File: src/rtl/pipe_dest_tracker.sv
// pipe_dest_tracker: tracks destination registers through the ID/EX, EX/MEM
// and MEM/WB stages for the forwarding unit. It also detects load-use hazards,
// stalls ID when one is found, and counts the load-use stall cycles.
module pipe_dest_tracker #(
    parameter int unsigned CNT_W = 16
) (
    input  logic             clk,
    input  logic             rst_n,
    input  logic             id_valid,
    input  logic [4:0]       id_reg_rd,
    input  logic             id_reg_write,
    input  logic             id_mem_read,
    input  logic [4:0]       id_reg_rs,
    input  logic [4:0]       id_reg_rt,
    input  logic             mem_stall,
    input  logic             flush,
    output logic             id_stall,
    output logic [4:0]       id_ex_reg_rd,
    output logic [4:0]       ex_mem_reg_rd,
    output logic [4:0]       mem_wb_reg_rd,
    output logic             ex_mem_reg_write,
    output logic             mem_wb_reg_write,
    output logic [CNT_W-1:0] stall_count
);

    localparam int unsigned REG_W = 5;

    // Stage state. The load flag only matters while the instruction is in ID/EX.
    logic             idex_valid_q, idex_wr_q, idex_ld_q;
    logic [REG_W-1:0] idex_rd_q;
    logic             exmem_valid_q, exmem_wr_q;
    logic [REG_W-1:0] exmem_rd_q;
    logic             memwb_valid_q, memwb_wr_q;
    logic [REG_W-1:0] memwb_rd_q;
    logic [CNT_W-1:0] stall_cnt_q;

    logic             idex_valid_d, idex_wr_d, idex_ld_d;
    logic [REG_W-1:0] idex_rd_d;
    logic             exmem_valid_d, exmem_wr_d;
    logic [REG_W-1:0] exmem_rd_d;
    logic             memwb_valid_d, memwb_wr_d;
    logic [REG_W-1:0] memwb_rd_d;
    logic [CNT_W-1:0] stall_cnt_d;

    logic             lu;
    logic             id_wr;

    // Hazard detection and next-state selection, mem_stall > flush > load-use > advance.
    always_comb begin
        idex_valid_d  = idex_valid_q;
        idex_wr_d     = idex_wr_q;
        idex_ld_d     = idex_ld_q;
        idex_rd_d     = idex_rd_q;
        exmem_valid_d = exmem_valid_q;
        exmem_wr_d    = exmem_wr_q;
        exmem_rd_d    = exmem_rd_q;
        memwb_valid_d = memwb_valid_q;
        memwb_wr_d    = memwb_wr_q;
        memwb_rd_d    = memwb_rd_q;
        stall_cnt_d   = stall_cnt_q;

        lu    = id_valid && idex_valid_q && idex_ld_q && idex_wr_q &&
                ((idex_rd_q == id_reg_rs) || (idex_rd_q == id_reg_rt));
        id_wr = id_reg_write && (id_reg_rd != REG_W'(0));

        if (mem_stall) begin
            // Frozen pipeline; a redirect still has to kill the ID/EX instruction.
            if (flush) begin
                idex_valid_d = 1'b0;
                idex_wr_d    = 1'b0;
                idex_ld_d    = 1'b0;
                idex_rd_d    = REG_W'(0);
            end
        end else begin
            exmem_valid_d = idex_valid_q;
            exmem_wr_d    = idex_wr_q;
            exmem_rd_d    = idex_rd_q;
            memwb_valid_d = exmem_valid_q;
            memwb_wr_d    = exmem_wr_q;
            memwb_rd_d    = exmem_rd_q;
            if (flush || lu) begin
                idex_valid_d = 1'b0;
                idex_wr_d    = 1'b0;
                idex_ld_d    = 1'b0;
                idex_rd_d    = REG_W'(0);
            end else begin
                idex_valid_d = id_valid;
                idex_wr_d    = id_wr;
                idex_ld_d    = id_mem_read;
                idex_rd_d    = id_reg_rd;
            end
            if (lu && !flush && (stall_cnt_q != {CNT_W{1'b1}})) begin
                stall_cnt_d = stall_cnt_q + CNT_W'(1);
            end
        end
    end

    // Stage and counter registers.
    always_ff @(posedge clk or negedge rst_n) begin
        if (!rst_n) begin
            idex_valid_q  <= 1'b0;
            idex_wr_q     <= 1'b0;
            idex_ld_q     <= 1'b0;
            idex_rd_q     <= REG_W'(0);
            exmem_valid_q <= 1'b0;
            exmem_wr_q    <= 1'b0;
            exmem_rd_q    <= REG_W'(0);
            memwb_valid_q <= 1'b0;
            memwb_wr_q    <= 1'b0;
            memwb_rd_q    <= REG_W'(0);
            stall_cnt_q   <= CNT_W'(0);
        end else begin
            idex_valid_q  <= idex_valid_d;
            idex_wr_q     <= idex_wr_d;
            idex_ld_q     <= idex_ld_d;
            idex_rd_q     <= idex_rd_d;
            exmem_valid_q <= exmem_valid_d;
            exmem_wr_q    <= exmem_wr_d;
            exmem_rd_q    <= exmem_rd_d;
            memwb_valid_q <= memwb_valid_d;
            memwb_wr_q    <= memwb_wr_d;
            memwb_rd_q    <= memwb_rd_d;
            stall_cnt_q   <= stall_cnt_d;
        end
    end

    assign id_stall         = mem_stall | (lu & ~flush);
    assign id_ex_reg_rd     = idex_rd_q;
    assign ex_mem_reg_rd    = exmem_rd_q;
    assign mem_wb_reg_rd    = memwb_rd_q;
    assign ex_mem_reg_write = exmem_valid_q & exmem_wr_q;
    assign mem_wb_reg_write = memwb_valid_q & memwb_wr_q;
    assign stall_count      = stall_cnt_q;

endmodule

File: config.mk
export PLATFORM = sky130hd
export DESIGN_NAME = pipe_dest_tracker
export DESIGN_NICKNAME = d
export VERILOG_FILES = /design/src/rtl/pipe_dest_tracker.sv
export SDC_FILE = /design/constraint.sdc
export NUM_CORES = 1
export LEC_CHECK = 0
export BUFFER_PORTS_ARGS = -buffer_cell sky130_fd_sc_hd__buf_2
export CAP_MARGIN = 10
export CELL_PAD_IN_SITES_DETAIL_PLACEMENT = 2
export CELL_PAD_IN_SITES_GLOBAL_PLACEMENT = 2
export CORE_MARGIN = 3
export CORE_UTILIZATION = 35
export DETAILED_ROUTE_END_ITERATION = 6
export GPL_TIMING_DRIVEN = 0
export PLACE_DENSITY_LB_ADDON = 0.1
export SYNTH_ARGS = -nofsm -noshare
export SYNTH_HDL_FRONTEND = slang
export SYNTH_SLANG_ARGS = --single-unit
File: constraint.sdc
create_clock -name clk -period 3.33 [get_ports clk]
set_input_delay 0.1665 -clock clk [delete_from_list [all_inputs] [get_ports clk]]
set_output_delay 0.1665 -clock clk [all_outputs]
set_load 0.1 [all_outputs]
After elaboration in Yosys (flattened, before gate mapping)

Cells that the tools add are included.

Add/subtract/negate cells: 1
Eq/ne operators: 4
Muxes and demuxes: 10
Bitwise operators: 6
Reduce and logical (&&, ||, !) cells: 12

Operators by type and width:

| operator              | number |
|---|---|
| $add 16x1->16 const B | 1 |
| $ne 16x16->1 const B  | 1 |
| $mux 5                | 3 |
| $eq 5x5->1            | 2 |
| $logic_and 1x1->1     | 7 |
| $mux 1                | 7 |
| $reduce_bool 5->1     | 1 |
| $and 1x1->1           | 3 |
| $logic_or 1x1->1      | 2 |
| $ne 2x1->1 const B    | 1 |
| $not 1->1             | 2 |
| $reduce_and 2->1      | 1 |
| $logic_not 1->1       | 1 |
| $or 1x1->1            | 1 |

Flip-flop bits (word level): 38
Bits of input ports: 22
Logic and storage cells: 44

Longest topological paths before layout

Gate-level depths: netlist (run 1).

Depth after elaboration: 7
Depth in mapped cells: 6
Gate-level depth less buffers: 6

Worst setup path before layout (run 1)

Ideal clock, no wire load.

Kind: register to output
Start point: register idex_rd_q[0], in the netlist id_ex_reg_rd[0]
End point: output id_stall
Arrival: 3228 ps
Required time: 3164 ps
Slack: -65 ps
Stages on the path, launching flop included: 6
Path buffers: 1
Cells stage by stage: dfrtp_1 -> xor2_1 -> nor4_2 -> a32oi_2 -> buf_2 -> o21bai_1

Word-level cells in the longest chain between the ends: 5
Elaborated cells on any way between the ends: 6

RTL lines:

| what                     | RTL line | source |
|---|---|---|
| start: declaration       | 30       | `logic [REG_W-1:0] idex_rd_q;` |
| start signal: assignment | 116      | `idex_rd_q <= idex_rd_d;` |
| $eq 5x5->1               | 63       | `((idex_rd_q == id_reg_rs) \|\| (idex_rd_q == id_reg_rt));` |
| $logic_or 1x1->1 *       | 63       |  |
| $logic_and 1x1->1 *      | 62       | `lu = id_valid && idex_valid_q && idex_ld_q && idex_wr_q &&` |
| $and 1x1->1 *            | 127      | `assign id_stall = mem_stall \| (lu & ~flush);` |
| $or 1x1->1 *             | 127      |  |
| end: declaration         | 17       | `output logic id_stall,` |

Every way passes the cells marked *; elsewhere a longest branch is shown, timed or not.

Final worst setup path (run 1)

Ends and elaborated chain as after synthesis.

==> run_results.csv, run 1 <==
group,metric,value,unit
logic_synthesis,synthCells,161,
timing,final.setup.tns,0,ns
routing,firstDrtPassIters,4,
worst_setup_path,cp_max_fo,10,
clock_tree,htreeDepth,2,
logic_synthesis,synth_area,1890,um2
cells_and_area,antenna_cells,0,
outcome,violations,"hold timing",
timing,rsz0062_at_grt,"false",
global_route,grt_pass1_vias,1725,
timing,timing.slew.headroom,42.7,%
logic_synthesis,synth.distinct_cells,33,
job,drv_cap,0,
die,ios,56,
routing,wire_per_inst,17.9,um
clock_tree,ctsHoldBuffers,0,
logic_synthesis,ys.flop_type,"dfrtp_1",
clock_tree,cts_root_buffer,"clkbuf_8",
logic_synthesis,yosys_warnings,0,
logic_synthesis,synth_top_family_by_area,"simple AND/OR/NAND/NOR gates",
timing,finalCritPeriodShare,74.2,%
routing,wirelength,5250,um
cells_and_area,final_common_cell,"buf_2",
worst_setup_path,crit_chain,"xor2_1 > nor4_2 > a32oi_2 > buf_2 > o21bai_2 > buf_2",
global_route,grt_max_degree,39,
clock_tree,post_cts_buffers,0,
cells_and_area,layout_common_cells,"55 x buf_2, 38 x dfrtp_1, 17 x xor2_1, 16 x mux2_2, 14 x nand2_1",
timing,drv_slew,0,
placement,dp_hpwl,3960,um
clock_tree,cts.path.max_buffers,2,
logic_synthesis,yosysSeqAreaShare,50.3,%
power,power_leakage,1.22,nW
worst_setup_path,worstPathRequired,3.16,ns
cells_and_area,drive_above_1_share,40.8,%
die,dieArea,6320,um2
routing,routed-via-count,1502,
logic_synthesis,synthAdderAreaFrac,0.661,%
logic_synthesis,synth-async-reset-ratio,100,%
cells_and_area,fin_nets,245,
outcome,outcome,"finished, violations left",
worst_setup_path,path_common_cell,"buf_2",
die,initial_utilization,36.6,%
routing,antenna_left,0,
die,core_area,5170,um2
timing,setup_viol,0,
logic_synthesis,synth_compound_area_share,3.77,%
worst_hold_path,hp-class,"input pin to asynchronous set/reset pin",
routing,remaining_drc_errors,0,
placement,gp_congestion,0.798,
global_route,grt_pass1_wl,8940,um
clock_tree,cts-buffers-inserted,5,
clock_tree,clkSinkCount,38,
logic_synthesis,yosys.area_share.simple,22.7,%
clock_tree,cts_tree,"built",
timing,fin_skew,0.00595,ns
timing,holdWs,-0.0184,ns
worst_setup_path,arrival,2.31,ns
worst_setup_path,slowest_stage,"dfrtp_1",
cells_and_area,area_delta_synth_final,26.7,%
timing,tightestPinTransition,0.860,ns
placement,numPortBuffers,54,
clock_tree,ctsResizeCount,0,
worst_setup_path,max_stage_delay,0.46,ns
worst_setup_path,worst-setup-path-type,"register to primary output",
worst_setup_path,worst-path-buf-inv,2,
die,die_height,79.5,um
global_route,grt_antenna_before_repair,0,
timing,timing.final.hold_violations,38,
logic_synthesis,synthXorXnorAreaFrac,10.6,%
clock_tree,clk_pin_slew,0.08,ns
worst_setup_path,cp-end-kind,"primary output",
logic_synthesis,ys_seq_elements,38,
routing,vias_per_cell,5.13,
timing,timing.fmax,0.405,GHz
timing,layout_min_cycle_time,2.47,ns
cells_and_area,n_fill_cell,531,
power,total_power,1.19,mW
power,power_density,499,nW/um2
power,vdd_ir_drop_max,228,uV
die,die_w,79.5,um
logic_synthesis,syn_nets,184,
routing,drt_iter0_markers,65,
global_route,grt_usage,18.3,%
logic_synthesis,synthMuxAreaShare,10.1,%
global_route,gr-total-overflow,0,
clock_tree,clk_latency,0.29,ns
worst_setup_path,cp_top_family,"buffers and inverters",
logic_synthesis,synth_edf_count,0,
worst_setup_path,crit_path_start_kind,"register",
logic_synthesis,avgSynthCellArea,11.8,um2
die,fp-row-count,26,
final timing paths:
path | from | endpoint | slack, ns | depth (start not counted)
setup / recovery | id_ex_reg_rd[0]$_DFFE_PN0P_ | id_stall | 0.86 | 6
max in group asynchronous | rst_n | stall_count[12]$_DFFE_PN0P_ | 2.81 | 1
setup reg to reg | stall_count[0]$_DFFE_PN0P_ | stall_count[1]$_DFFE_PN0P_ | 1.23 | 5
hold reg to reg | mem_wb_reg_rd[4]$_DFFE_PN0N_ | mem_wb_reg_rd[4]$_DFFE_PN0N_ | 0.51 | 1
hold / removal | rst_n | mem_wb_reg_rd[4]$_DFFE_PN0N_ | -0.02 | 1
min in group clk | id_mem_read | idex_ld_q$_DFFE_PN0P_ | 0.14 | 3
area by class of cell:
class                           instances  area (um2)  area share, %
Buffer                                  7        35.0           1.46
Clock buffer                            6        82.6           3.45
Timing Repair Buffer                   54         270           11.3
Tap cell                               70        87.6           3.66
Sequential cell                        38         951           39.7
Clock inverter                          2        60.1           2.51
Multi-Input combinational cell        116         910           38.0
cells in the mapped netlist (2+ instances only):
cell type  instances  area share [%]
dfrtp_1           38              50
xor2_1            17             7.9
mux2_2            16             9.5
nand2_1           14             2.8
nand3b_1           9             3.6
a21oi_1            7             1.9
nand4_1            7             2.3
nor2_1             7             1.4
xnor2_1            6             2.8
clkbuf_1           5            0.99
nor3_1             5             1.3
nor4_2             3             2.0
and2_1             2            0.66
and4bb_2           2             1.3
nand2b_1           2            0.66
nor4_1             2            0.66
nor4_4             2             2.2
or4_1              2            0.79
sequential cells by signal, summed over array words and instances (netlist names):
signal         count
memwb_wr_q         1
exmem_wr_q         1
exmem_valid_q      1
ex_mem_reg_rd      5
idex_valid_q       1
memwb_valid_q      1
idex_ld_q          1
stall_count       16
idex_wr_q          1
mem_wb_reg_rd      5
id_ex_reg_rd       5
where the power goes:
group          leakage (nW)  internal [mW]  switching (mW)
clock                0.0714          0.320           0.170
sequential            0.517          0.481          0.0159
combinational         0.635         0.0456           0.162
total                  1.22          0.847           0.348
cell families after synthesis:
family                     Yosys count
DFF                                 38
xor gates and xnor gates            23
AOI/OAI and AO/OA                   11
adders and majority gates            1
muxes                               17
buffers and inverters                7
and+or+nand+nor                     64
through the flow:
step / area (um2) / cells / worst slack [ns] / utilization [%] / hold WS [ns]
floorplan: 1900 / 161 / 0.531 / - / -0.129
global placement: 2250 / 285 / 1.24 / 43.6 / 0.302
detailed placement: 2250 / 285 / 1.13 / 43.6 / 0.342
CTS: 2400 / 293 / 0.786 / 46.3 / 0.0194
global route: 2400 / 293 / 0.698 / 46.3 / 0.0502
finish: 2400 / 293 / 0.858 / 46.3 / -0.0184
routing by layer:
metal  track usage, %  vias up  part of all wire (%)
met3             4.51        6                   5.5
met4             4.64        0                   1.2
li1                 -      694                     -
met2             34.2       41                    53
met1             20.6      761                    40
met5                0        -                     0
No activity file was read; power rests on OpenSTA's default activity.
==> inputs of run 2 (changes only) <==
Settings changed: CORE_UTILIZATION 35 to 29.
Clock period 3.33 ns to 2.1 ns, I/O delays scaled along.
==> run 2 against run 1 <==
  * The flow now finishes without violations
  * Combinational power grew 65%
  * Core utilization shrank 4.5 points
  * Cell count grew 5.8%
  * Sequential cell count is the same
  * Global-route usage shrank 2.0 points
  * Wire length grew 8.4%
  * Register-to-register slack lost 1.2 ns
  * Critical endpoint unchanged
  * Highest routed layer unchanged
==> run_results.csv, run 2 (synthesis results as in run 1) <==
group,metric,value,unit
cells_and_area,multiInputGateArea,980,um2
power,vdd_ir_drop_max,306,uV
clock_tree,cts_root_buffer,"clkbuf_8",
cells_and_area,area_delta_synth_final,35.6,%
timing,rsz0062_at_grt,"true",
clock_tree,cts.path.max_buffers,2,
timing,tightestPinTransition,0.887,ns
clock_tree,htreeDepth,2,
die,initial_utilization,30.9,%
global_route,grt_max_degree,39,
timing,timing.fmax,0.482,GHz
global_route,grt_pass1_vias,1761,
global_route,grt_usage,16.3,%
cells_and_area,n_fill_cell,662,
timing,timing.final.hold_violations,0,
routing,routed-via-count,1497,
power,power_density,632,nW/um2
placement,gp_congestion,0.770,
timing,timing.slew.headroom,40.9,%
job,drv_cap,0,
routing,remaining_drc_errors,0,
placement,numPortBuffers,54,
worst_setup_path,worst-setup-path-type,"register to primary output",
worst_setup_path,worstPathRequired,2.00,ns
cells_and_area,seqCellArea,985,um2
worst_setup_path,cp-end-kind,"primary output",
clock_tree,clkSinkCount,38,
power,total_power,1.62,mW
placement,dp_hpwl,4120,um
cells_and_area,largest_register_ffs,16,
clock_tree,clk_pin_slew,0.07,ns
worst_setup_path,crit_path_start_kind,"register",
cells_and_area,final_common_cell,"buf_2",
cells_and_area,postLayoutCoreUtil,41.9,%
global_route,grt_pass1_wl,9320,um
worst_setup_path,arrival,1.97,ns
power,power_leakage,1.24,nW
cells_and_area,layout.cells.non_filler,310,
die,fp-row-count,28,
cells_and_area,layout_common_cells,"53 x buf_2, 18 x dfrtp_2, 17 x xor2_1, 17 x dfrtp_1, 16 x mux2_2",
timing,drv_slew,0,
global_route,grt_antenna_before_repair,0,
routing,vias_per_cell,4.83,
routing,wirelength,5690,um
timing,fin_skew,0.00452,ns
clock_tree,cts_tree,"built",
die,dieArea,7530,um2
worst_hold_path,hp-class,"input pin to register",
timing,finalCritPeriodShare,98.7,%
cells_and_area,fin_nets,257,
die,core_area,6130,um2
global_route,gr-total-overflow,0,
cells_and_area,final_cell_area,2570,um2
die,die_w,86.8,um
die,die_height,86.8,um
timing,holdWs,0.0884,ns
worst_setup_path,cp_max_fo,5,
timing,layout_min_cycle_time,2.07,ns
routing,drt_iter0_markers,27,
clock_tree,clk_latency,0.29,ns
die,ios,56,
routing,wire_per_inst,18.4,um
placement,place_inst,290,
cells_and_area,antenna_cells,0,
timing,setup_viol,0,
routing,firstDrtPassIters,3,
cells_and_area,drive_above_1_share,53.2,%
routing,antenna_left,0,
placement,placed_cell_area,2310,um2
outcome,outcome,"finished clean",
clock_tree,cts-buffers-inserted,5,
[run 2: cell count changes in the layout (fill, tap and decap cells not counted), sizes merged]
cell / before / now
buf: 56 / 67
dlygate4sd3: 0 / 1
clkbuf: 11 / 13
bufinv: 2 / 0
[run 2: repair_timing]
action	4_1_cts	5_1_grt
endpoints found under the hold margin	38	0
resized for setup	9	7
pin swaps	7	8
setup endpoints to repair	5	12
hold buffers	1	0
buffers inserted	8	3
[run 2: cell type report]
class                           count  area share (%)
Buffer                              7            1.95
Clock buffer                        8            3.12
Multi-Input combinational cell    116            38.2
Sequential cell                    38            38.4
Tap cell                           75            3.66
Timing Repair Buffer               66            14.7
[run 2: final timing paths]
check	slack, ns	from	cells after the start	end
worst min register to register	0.50	stall_count[10]$_DFFE_PN0P_	1	stall_count[10]$_DFFE_PN0P_
worst max-delay path	0.03	id_ex_reg_rd[4]$_DFFE_PN0P_	6	id_stall
min in group asynchronous	0.47	rst_n	2	stall_count[2]$_DFFE_PN0P_
max in group asynchronous	0.98	rst_n	2	id_ex_reg_rd[0]$_DFFE_PN0P_
worst max register to register	0.04	id_ex_reg_rd[4]$_DFFE_PN0P_	5	stall_count[14]$_DFFE_PN0P_
worst min-delay path	0.09	id_reg_rd[1]	3	id_ex_reg_rd[1]$_DFFE_PN0P_
[run 2: metal layers]
| layer | wire (um) | vias to the layer above | GRT usage (%) |
|---|---|---|---|
| met5 | 0 | - | 0 |
| li1 | - | 715 | - |
| met3 | 197 | 4 | 4.18 |
| met1 | 2560 | 747 | 21.0 |
| met2 | 2900 | 31 | 27.5 |
| met4 | 34 | 0 | 3.82 |
[run 2: worst max-delay path: stages, from the launching register on]
cell      delay [ns]
dfrtp_2         0.46
xor2_1          0.17
nor4_2          0.31
a32oi_2         0.25
buf_6           0.18
o21bai_4        0.12
buf_12          0.19
[run 2: where the power goes]
part	internal, mW	switching (mW)
clock	0.236	0.254
combinational	0.0824	0.261
sequential	0.765	0.0249
[run 2: through the flow]
stage	setup WS, ns	setup TNS [ns]
finish	0.0271	0
global route	-0.121	-0.614
CTS	-0.0288	-0.0420
detailed placement	-0.0677	-0.175
global placement	0.0327	0
floorplan	0.0107	0
==> inputs of run 3 (changes only) <==
Settings changed: CORE_MARGIN 3 to 2, SETUP_SLACK_MARGIN set to 0.2.
==> run 3 against run 2 <==
  * Sequential power about the same
  * Combinational power increased by 2%
  * Maximum frequency increased by 3.4%
  * Sequential share of layout area decreased by 0.57 points
  * Setup slack improved by 0.067 ns
  * Cell count increased by 1.3%
  * Non-clock buffer count increased by 2
  * Via count increased by 3.4%
  * Clock-buffer cell count decreased by 2
  * Clock power increased by 13%
  * Critical path depth unchanged
  * Core utilization increased by 0.77 points
  * Critical path type is now register to register
==> run_results.csv, run 3 (synthesis results as in run 1) <==
group,metric,value,unit
worst_setup_path,cp_max_fo,4,
routing,wl_met2,2840,um
worst_setup_path,crit_path_start_kind,"register",
global_route,grt_usage,17.4,%
die,dieArea,7190,um2
cells_and_area,drive_above_1_share,58.2,%
placement,dp_hpwl,4080,um
cells_and_area,antenna_cells,0,
job,drv_cap,0,
placement,numPortBuffers,54,
routing,vias_per_cell,4.93,
power,pwr-share-seq,46.6,%
worst_setup_path,max_stage_delay,0.51,ns
timing,setup_viol,0,
routing,dr_wl_met3,175,um
power,p_sw_share,34.2,%
cells_and_area,final_common_cell,"buf_2",
worst_setup_path,cp-end-kind,"register",
placement,place_inst,292,
clock_tree,clk_latency,0.30,ns
worst_setup_path,slowest_stage,"dfrtp_4",
global_route,grt_pass1_vias,1843,
clock_tree,cts-buffers-inserted,5,
routing,top_layer_used,"met4",
timing,rsz0062_at_grt,"true",
timing,layout_min_cycle_time,2.01,ns
cells_and_area,fin_nets,259,
clock_tree,cts.path.max_buffers,2,
routing,routed-via-count,1548,
die,core_area,6310,um2
timing,timing.fmax,0.499,GHz
cells_and_area,area_delta_synth_final,42.3,%
timing,final.setup.tns,0,ns
worst_setup_path,worst-setup-path-type,"register to register",
global_route,grt_antenna_before_repair,0,
worst_setup_path,arrival,2.19,ns
routing,remaining_drc_errors,0,
routing,met1Wirelength,2660,um
cells_and_area,layout.cells.non_filler,314,
worst_hold_path,min_path_cells,3,
power,vdd_ir_drop_max,343,uV
routing,wire_per_inst,18.4,um
die,ios,56,
worst_setup_path,worstPathRequired,2.29,ns
timing,finalCritPeriodShare,95.5,%
routing,wirelength,5770,um
die,fp-row-count,29,
routing,drt_iter0_markers,16,
timing,fin_skew,0.00278,ns
power,power_frac_comb,20.7,%
clock_tree,clk_pin_slew,0.08,ns
global_route,grt_pass1_wl,9790,um
clock_tree,cts_tree,"built",
power,p_sw,579,uW
die,die_height,84.8,um
power,p_int,1.11,mW
worst_hold_path,hp-class,"input pin to register",
timing,drv_slew,0,
die,initial_utilization,30.0,%
clock_tree,htreeDepth,2,
routing,firstDrtPassIters,3,
global_route,gr-total-overflow,0,
timing,timing.slew.headroom,39.9,%
global_route,grt_max_degree,39,
cells_and_area,largest_register_ffs,16,
clock_tree,cts_root_buffer,"clkbuf_8",
cells_and_area,layout_common_cells,"53 x buf_2, 17 x dfrtp_1, 16 x xor2_1, 16 x dfrtp_4, 15 x mux2_2",
timing,tightestPinTransition,0.901,ns
outcome,outcome,"finished clean",
power,clockPowerShare,32.7,%
placement,gp_congestion,0.767,
power,power_leakage,1.26,nW
clock_tree,clkSinkCount,38,
routing,antenna_left,0,
timing,timing.final.hold_violations,0,
worst_setup_path,r2r_cells,6,
die,die_w,84.8,um
worst_setup_path,crit_chain,"xor2_2 > nor4_2 > a32oi_2 > buf_4 > and4bb_2 > mux2_4",
power,power_density,629,nW/um2
==> run 3: cell types whose count changed in the layout (fill, tap and decap cells not counted), sizes merged <==
cell / delta
buf: +2
clkbuf: -2
clkinv: +1
clkinvlp: +1
==> run 3: worst max-delay path, delay by kind of cell (launching register included) <==
kind	cells	cell delay [ns]
simple gates	2	0.53
flops	1	0.51
mux	1	0.30
buf+inv	1	0.20
compound gates	1	0.19
xor+xnor	1	0.15
==> run 3: path summary, 6_finish.rpt <==
check | from | end | slack (ns)
max | id_ex_reg_rd[0]$_DFFE_PN0P_ | stall_count[15]$_DFFE_PN0P_ | 0.09
min | id_reg_rd[0] | id_ex_reg_rd[0]$_DFFE_PN0P_ | 0.08
max reg2reg | id_ex_reg_rd[0]$_DFFE_PN0P_ | stall_count[15]$_DFFE_PN0P_ | 0.09
min reg2reg | memwb_valid_q$_DFFE_PN0N_ | memwb_valid_q$_DFFE_PN0N_ | 0.51
max in group asynchronous | rst_n | stall_count[14]$_DFFE_PN0P_ | 0.96
min in group asynchronous | rst_n | ex_mem_reg_rd[4]$_DFFE_PN0N_ | 0.47
==> run 3: power by group through the flow <==
stage / Combinational (mW) / Clock (mW) / Sequential [mW]
4_1_cts: 0.350 / 0.567 / 0.789
5_1_grt: 0.369 / 0.607 / 0.794
2_1_floorplan: 0.0853 / 0 / 0.964
6_report: 0.351 / 0.553 / 0.789
3_5_place_dp: 0.334 / 0 / 0.807
3_3_place_gp: 0.326 / 0 / 0.802
==> run 3: layout make-up <==
type	count	area, um2
clock inverters	2	12.5
clock buffers	6	82.6
plain buffers	7	41.3
well taps	77	96.3
multi-input cells	116	1040
fillers	660	3620
flip-flops and latches	38	1020
repair buffers	68	400
==> run 3: through the flow <==
step           utilization [%]  worst slack (ns)  hold slack, ns  area (um2)  power (mW)
2_1_floorplan                -            0.0156          -0.191        2010        1.05
3_3_place_gp              37.7           0.00907           0.265        2380        1.13
3_5_place_dp              37.7            0.0116           0.288        2380        1.14
4_1_cts                   41.6            0.0699          0.0734        2630        1.71
5_1_grt                   42.6            0.0343          0.0767        2690        1.77
6_report                  42.6            0.0946          0.0774        2690        1.69
==> run 3: metal layers <==
layer / global-route usage, % / vias up
li1: - / 721
met1: 23.5 / 789
met2: 28.9 / 30
met3: 2.85 / 8
met4: 5.19 / 0
met5: 0 / -
==> run 3: repair_timing <==
action                     4_1_cts  5_1_grt
hold endpoints to repair        38        0
hold buffers                     1        0
setup endpoints to repair       14       17
buffers inserted                10        3
gates cloned                     0        0
gates resized for setup         13        9
pin swaps                        9       18
